$ cat src/rtl/gate_seq_ctrl.sv
// Stimulus sequencer and checker for the NOT / NAND / D flip-flop gate cells.
// Optional: define GATE_SEQ_STOP_ON_FAIL_EN to end the run at the first mismatching vector.
module gate_seq_ctrl #(
  parameter int SETTLE_CYCLES = 2,
  parameter int CNT_W         = 4
) (
  input  logic             clk,
  input  logic             reset_L,
  input  logic             start,
  output logic             in_not,
  output logic             in1_nand,
  output logic             in2_nand,
  output logic             D_flop,
  input  logic             out_not,
  input  logic             out_nand,
  input  logic             Q_flop,
  output logic             busy,
  output logic             done,
  output logic             pass,
  output logic [CNT_W-1:0] err_count,
  output logic [2:0]       fail_vec
);

  localparam int CW = $clog2(SETTLE_CYCLES + 1);

  typedef enum logic [1:0] {IDLE, SETTLE, CHECK, DONE} state_t;

  state_t           state_q, state_d;
  logic [1:0]       idx_q, idx_d;
  logic [CW-1:0]    cnt_q, cnt_d;
  logic [3:0]       stim_q, stim_d;   // {D_flop, in1_nand, in2_nand, in_not}
  logic [CNT_W-1:0] err_q, err_d;
  logic [2:0]       fail_q, fail_d;
  logic             pass_q, pass_d;

  logic [2:0]       mm;
  logic [1:0]       mm_cnt;
  logic [CNT_W-1:0] err_add;
  logic             last_vec;

  function automatic logic [3:0] vec_stim(input logic [1:0] k);
    return {k[1] ^ k[0], k[1], k[0], k[0]};
  endfunction

  function automatic logic [CNT_W-1:0] sat_add(input logic [CNT_W-1:0] a,
                                               input logic [1:0] b);
    logic [CNT_W:0] sum;
    sum = {1'b0, a} + {{(CNT_W-1){1'b0}}, b};
    return sum[CNT_W] ? {CNT_W{1'b1}} : sum[CNT_W-1:0];
  endfunction

  // Expected flop response is the D value being driven; it has been stable for the whole settle.
  assign mm[0]   = out_not  != ~idx_q[0];
  assign mm[1]   = out_nand != ~(idx_q[1] & idx_q[0]);
  assign mm[2]   = Q_flop   != stim_q[3];
  assign mm_cnt  = {1'b0, mm[0]} + {1'b0, mm[1]} + {1'b0, mm[2]};
  assign err_add = sat_add(err_q, mm_cnt);

`ifdef GATE_SEQ_STOP_ON_FAIL_EN
  assign last_vec = (idx_q == 2'd3) || (mm != 3'b000);
`else
  assign last_vec = (idx_q == 2'd3);
`endif

  always_comb begin
    state_d = state_q;
    idx_d   = idx_q;
    cnt_d   = cnt_q;
    stim_d  = stim_q;
    err_d   = err_q;
    fail_d  = fail_q;
    pass_d  = pass_q;
    unique case (state_q)
      IDLE: begin
        if (start) begin
          err_d   = '0;
          fail_d  = '0;
          pass_d  = 1'b0;
          idx_d   = 2'd0;
          stim_d  = vec_stim(2'd0);
          cnt_d   = CW'(SETTLE_CYCLES);
          state_d = SETTLE;
        end
      end
      SETTLE: begin
        cnt_d = cnt_q - CW'(1);
        if (cnt_q == CW'(1)) state_d = CHECK;
      end
      CHECK: begin
        fail_d = fail_q | mm;
        err_d  = err_add;
        if (last_vec) begin
          stim_d  = '0;
          pass_d  = (err_add == '0);
          state_d = DONE;
        end else begin
          idx_d   = idx_q + 2'd1;
          stim_d  = vec_stim(idx_q + 2'd1);
          cnt_d   = CW'(SETTLE_CYCLES);
          state_d = SETTLE;
        end
      end
      DONE: state_d = IDLE;
      default: state_d = IDLE;
    endcase
  end

  always_ff @(posedge clk or negedge reset_L) begin
    if (!reset_L) begin
      state_q <= IDLE;
      idx_q   <= '0;
      cnt_q   <= '0;
      stim_q  <= '0;
      err_q   <= '0;
      fail_q  <= '0;
      pass_q  <= 1'b0;
    end else begin
      state_q <= state_d;
      idx_q   <= idx_d;
      cnt_q   <= cnt_d;
      stim_q  <= stim_d;
      err_q   <= err_d;
      fail_q  <= fail_d;
      pass_q  <= pass_d;
    end
  end

  assign in_not    = stim_q[0];
  assign in2_nand  = stim_q[1];
  assign in1_nand  = stim_q[2];
  assign D_flop    = stim_q[3];
  assign busy      = (state_q == SETTLE) || (state_q == CHECK);
  assign done      = (state_q == DONE);
  assign pass      = pass_q;
  assign err_count = err_q;
  assign fail_vec  = fail_q;

endmodule

$ cat config.mk
export PLATFORM = sky130hd
export DESIGN_NAME = gate_seq_ctrl
export DESIGN_NICKNAME = d
export VERILOG_FILES = /design/src/rtl/gate_seq_ctrl.sv
export SDC_FILE = /design/constraint.sdc
export NUM_CORES = 1
export LEC_CHECK = 0
export CORE_UTILIZATION = 45
export DETAILED_ROUTE_END_ITERATION = 8
export MAX_ROUTING_LAYER = met4
export PLACE_DENSITY = 0.69
export SYNTH_ARGS = -nofsm -noshare
export SYNTH_HDL_FRONTEND = slang
export SYNTH_SLANG_ARGS = --single-unit
export TNS_END_PERCENT = 5
$ cat constraint.sdc
create_clock -name clk -period 7.2 [get_ports clk]
set_input_delay 1.8 -clock clk [delete_from_list [all_inputs] [get_ports clk]]
set_output_delay 1.8 -clock clk [all_outputs]
set_load 0.02 [all_outputs]
==> metrics.txt, run 1 <==
Mapped Avg Cell Area=between 9 and 10 µm²; Post-CTS Setup Repair Bufs=0; Max Cap Viol=0; setup TNS=0 ps; Critical Path Fanout Max=2; I/O Buffers=19; Worst Tran Pin Value=about 800 ps; Iter 0 DRT Violations=30; crit path DAT=around 4300 ps; Max clock buf depth=2; post-synth net total=144; # diodes=0; GRT Util Overall=roughly a fifth; Lkg Pwr=approximately 0.6 nW; layout cells sized above 1=about 2.8%; DRC=0; final core occ=roughly 56%; Worst path max stage delay=~470 ps; PD cells=about 520 mW/mm²; Die Y=~54 µm; die area=around 0.0029 mm²; RSZ-0062 raised after global routing=no; post-synth top area share=between 30% and 40%; worst path required time=7390 ps; crit path buf inv count=2; Initial Utilization=roughly 48%; Peak VDD IR=0.2750 mV; placer congestion estimate=around 0.76; Synth area leaders=dfrtp_1 (36%), ha_1 (9.4%), mux2i_1 (5.0%); largest net degree at the start of global routing=22; maximum clock frequency=about 240 MHz; type of the worst setup path=in2reg; run status=finished clean; synthesis-to-layout area growth=17.09%; Critical Path Sink Type=flip-flop; most common cell after layout, fill and taps aside=clkdlybuf4s50_1; Chip Width=around 54 µm; crit-path most repeated cell=fa_1; delay-heaviest family, CP=adder cells; area leader, netlist=dfrtp_1; Vias=approximately 1000; first-pass GRT wire length=4.215 mm; Post-Syn Instances=between 100 and 150; DR WL/cell=15.10 µm; Tcrit/Tclk final=57.15%; endpoints failing setup=0; drt first pass iters=4; H-tree levels=1; CTS tree=built; Vias/cell=roughly 5.8; Fin Hold WS=between 500 and 600 ps; clk_lat worst skew=around 300 ps; CTS buffer count=3; Ports=20; Final ANT Viol Nets=0; clk sink count=17; row count=18; post-cts hold buffer count=0; CP Cell Sequence=clkdlybuf4s50_1 -> xor2_1 -> fa_1 -> inv_1 -> ha_1 -> fa_1 -> a31oi_1 -> a21oi_1 -> a221o_1; initial antenna violation count=0; Power Total=0.0007253 W; Yosys reg bits=17; Remaining Overflow, GRT=0; Synth cell types=35; root buf cell=clkbuf_4; vias in the first global route=918; dpl hpwl=about 1.9 mm; crit start category=input pin; Final Hold Vio Count=0; worst hold path class=reg2reg; Relative slew margins=46.64%; Period minus WS final=between 4000 and 5000 ps; worst clock skew=~8.5 ps; drt total wl=2.582 mm; Yosys warnings=0; CTS clock-pin slew for the worst setup and hold paths=approximately 100 ps; CP max stage cell=clkdlybuf4s50_1; final cell count without fillers=roughly 170; Netlist Area Pre-Place=0.001194 mm²; core area=roughly 0.0025 mm²; NumNets Final=159; most frequent cells in the layout=clkdlybuf4s50_1 (19), dfrtp_1 (17), a21oi_1 (9), ha_1 (9); post_cts resized=0; DP Cell Count=~170; max-slew violation count=0; fraction of the yosys area taken by sequential cells=between 30% and 40%
registers in the layout (all words and copies together), names as in the netlist:
signal / cells
err_count: 4
fail_vec: 3
stim_q: 3
cnt_q: 2
idx_q: 2
state_q: 2
pass: 1
metrics by stage:
step           setup slack [ps]  area (µm²)
2_1_floorplan              3350        1194
3_3_place_gp               2850        1371
3_5_place_dp               2801        1371
4_1_cts                    3101        1398
5_1_grt                    2948        1398
6_report                   3085        1398
worst min-delay path: cells and delay by family, from the launching register on:
| kind | cells | cell delay (ps) |
|---|---|---|
| buf+inv | 1 | 70 |
| flops | 1 | 370 |
| mux | 1 | 60 |
where the power goes:
part           internal (W)  switching (W)
combinational      0.000219       0.000269
clock             0.0000216      0.0000309
sequential         0.000139      0.0000460
total              0.000379       0.000346
worst paths after layout:
kind,startpoint,end,slack [ps],cells past startpoint
min in group asynchronous,reset_L,err_count[3]$_DFFE_PN0P_,1950,1
setup reg to reg,idx_q[0]$_DFFE_PN0P_,err_count[1]$_DFFE_PN0P_,4490,8
max in group asynchronous,reset_L,fail_vec[2]$_DFFE_PN0P_,4740,1
hold / removal,cnt_q[1]$_DFFE_PN0P_,cnt_q[1]$_DFFE_PN0P_,530,2
hold reg to reg,cnt_q[1]$_DFFE_PN0P_,cnt_q[1]$_DFFE_PN0P_,530,2
setup / recovery,out_not,err_count[1]$_DFFE_PN0P_,3090,9
cells by family (layout without fill, tap and decap cells):
group / after synthesis / in the layout / share of synthesized area, %
XOR/XNOR: 4 / 4 / 2.936
adder cells (fa/ha/maj): 11 / 11 / 12.79
flip-flops: 17 / 17 / 35.64
AND/OR/NAND/NOR: 35 / 35 / 15.41
multiplexers: 7 / 7 / 5.975
AO/OA/AOI/OAI: 36 / 36 / 20.55
buffers and inverters: 17 / 31 / 6.708
area by class of cell:
class,count,area (µm²)
clock buffers,4,26.28
repair buffers,19,190.2
flip-flops and latches,17,425.4
well taps,30,37.54
fillers,224,1102
inverters,8,30.03
multi-input cells,93,688.2
cells in the mapped netlist (all sizes together):
master    n
xor2      2
fa        2
a221o     2
nand2b    4
mux2      1
o2bb2ai   1
nand3     1
ha        9
a22oi     1
inv       8
a31oi     4
buf       4
nand3b    3
o31ai     2
clkbuf    5
a2bb2oi   2
nor2b     6
a211o     1
o22ai     1
mux2i     6
and2      3
xnor2     2
a21oi     9
nor2      8
nand4b    1
dfrtp    17
nand2     8
o21ai     8
o221ai    2
o41ai     1
a32oi     2
or3       1
routing by layer:
metal / global-route usage [%] / share of wire [%] / vias up / wire length, µm
met5: - / 0 / - / 0
li1: - / - / 478 / -
met3: 6.034 / 4.2 / 4 / 108
met2: 32.92 / 47 / 27 / 1206
met4: 3.947 / 1.1 / 0 / 29
met1: 27.62 / 48 / 490 / 1238
Note: power is estimated with default switching activity, not from simulation.
==> inputs of run 2 (changes only) <==
Settings changed: PLACE_DENSITY 0.69 to 0.72.
Clock period 7.2 ns to 3.58 ns, I/O delays scaled along.
==> run 2 against run 1 <==
Compared with the run above:
- utilization up 0.050 points
- hold slack better by 12 ps
- final area about the same
- global-route usage is 0.075 points higher
- sequential share of layout area barely moved
- first-iteration DRC count fell by 27%
- critical endpoint is now pass$_DFFE_PN0P_
- via count decreased by 2.0%
- cell count unchanged
- register-to-register slack got worse by 3600 ps
- setup slack worse by 2700 ps
- sequential cell count stayed put
==> metrics.txt, run 2 (synthesized netlist as in run 1, its figures left out) <==
Top Metal Used=met4; Critical Path Fanout Max=2 (unchanged); maximum clock frequency=about 310 MHz; Period minus WS final=3204 ps; Power Internal=0.0007577 W (+100%); most frequent cells in the layout=clkdlybuf4s50_1 (19), dfrtp_1 (17), a21oi_1 (9), ha_1 (9); post-cts hold buffer count=0 (unchanged); core area=0.002500 mm² (unchanged); Max Cap Viol=0 (unchanged); Final Hold Vio Count=0 (unchanged); Final ANT Viol Nets=0 (unchanged); RSZ-0062 raised after global routing=no; initial antenna violation count=0 (unchanged); Tcrit/Tclk final=between 80 and 90%; GRT Util Overall=21.33% (+0.075 points); fin area=0.001399 mm² (about the same); WL met3=137 µm (+27%); placer congestion estimate=0.8527 (+13%); Worst Tran Pin Value=797.1 ps (-0.8436 ps); Endpoint, Worst Hold=cnt_q[0]$_DFFE_PN0P_; Initial Utilization=47.75% (unchanged); endpoints failing setup=0 (unchanged); Switch Pwr=0.0006889 W (+99%); register share of total power=25.7% (+0.2 points); vias in the first global route=933 (+1.6%); Chip Width=53.50 µm (unchanged); max-slew violation count=0 (unchanged); synthesis-to-layout area growth=17.19% (about the same); worst slack at placement=60.49 ps (-2740 ps); worst clock skew=4.002 ps (-4.488 ps); Hold Path Origin=cnt_q[0]$_DFFE_PN0P_; setup slack after layout=376.1 ps (-2709 ps); DRC=0 (unchanged); run status=finished clean; Critical Path Sink Type=flip-flop; Peak VDD IR=0.6680 mV (+140%); Vias=979 (-2.0%); Max clock buf depth=2 (unchanged); DR WL/cell=14.82 µm (-1.9%); clock share of power=7.4% (+0.2 points); clk_lat worst skew=300 ps (about the same); CTS clock-pin slew for the worst setup and hold paths=100 ps (about the same); die area=0.002862 mm² (unchanged); crit path DAT=3400 ps (-910 ps); FF-to-FF Start=idx_q[0]$_DFFE_PN0P_; drt first pass iters=4 (unchanged); Ports=20 (unchanged); first-pass GRT wire length=4.174 mm (-0.97%); post_cts resized=0 (unchanged); Post-CTS Setup Repair Bufs=0 (unchanged); worst hold path class=reg2reg; H-tree levels=1 (unchanged); CTS tree=built; largest net degree at the start of global routing=22 (unchanged); # diodes=0 (unchanged); reg2reg end=err_count[1]$_DFFE_PN0P_; DP Area=0.001371 mm² (unchanged); R2R Setup Slk=880 ps (-3610 ps); clk sink count=17 (unchanged); most common cell after layout, fill and taps aside=clkdlybuf4s50_1; crit start category=input pin; CTS buffer count=3 (unchanged); setup TNS=0 ps (unchanged); type of the worst setup path=in2reg; WL met2=1.185 mm (-1.7%); cell depth of the worst hold path=1 (-1); PD cells=1034 mW/mm² (+99%); layout cells sized above 1=3.546% (+0.71 points); root buf cell=clkbuf_4; Remaining Overflow, GRT=0 (unchanged); Vias/cell=5.725 (-2.0%); dpl hpwl=1.819 mm (-2.1%); Die Y=53.50 µm (unchanged); Power Total=0.001447 W (+99%); Largest register FFs=4 (unchanged); part of the power in combinational logic=66.9% (-0.4 points); drt total wl=2.534 mm (-1.9%); switching share of power=47.62% (-0.089 points); Relative slew margins=46.86% (+0.22 points); NumNets Final=159 (unchanged); row count=18 (unchanged); M1 WL=1.171 mm (-5.4%); Iter 0 DRT Violations=22 (-27%); worst-case reg-to-reg path depth=8 (unchanged); Lkg Pwr=0.6069 nW (+0.45%); worst path required time=3780 ps (-3610 ps); I/O Buffers=19 (unchanged)
-- run 2: changes by cell type in the layout (fill, tap and decap cells not counted), sizes merged --
cell    change
clkinv      +1
clkbuf      -1
-- run 2: area by class of cell --
cell class              count  area (µm²)
repair buffers             19       190.2
clock inverters             1       5.005
clock buffers               3       22.52
fillers                   218        1101
inverters                   8       30.03
well taps                  30       37.54
multi-input cells          93       688.2
flip-flops and latches     17       425.4
-- run 2: metrics by stage --
step	instances	hold slack [ps]	utilization [%]
after floorplan	127	494.2	-
after global placement	167	505.9	54.85
after detailed placement	167	524.6	54.85
after CTS	171	547.8	55.96
after global routing	171	579.7	55.96
final	171	546.0	55.96
-- run 2: metal layers --
layer / GRT usage [%] / vias up
li1: - / 476
met4: 8.333 / 0
met2: 31.25 / 35
met5: - / -
met1: 27.50 / 462
met3: 6.034 / 6
-- run 2: how the worst max path moves through the flow --
stage	from	to	slack [ps]
finish	out_not	pass$_DFFE_PN0P_	380
global route	out_not	pass$_DFFE_PN0P_	260
CTS	out_not	pass$_DFFE_PN0P_	360
detailed placement	out_not	pass$_DFFE_PN0P_	60
global placement	out_not	pass$_DFFE_PN0P_	130
floorplan	out_not	pass$_DFFE_PN0P_	640
-- run 2: critical path: stages --
cell and delay (ps):
clkdlybuf4s50_1 470, xor2_1 230, fa_1 450, inv_1 70
ha_1 170, fa_1 440, or3_1 370, o41ai_2 300
-- run 2: power groups by stage --
stage	sequential, W	combinational [W]	clock [W]
global route	0.000383	0.00107	0.000118
detailed placement	0.000374	0.000959	0
floorplan	0.000409	0.000661	0
CTS	0.000369	0.000963	0.000111
global placement	0.000369	0.000932	0
finish	0.000371	0.000969	0.000107
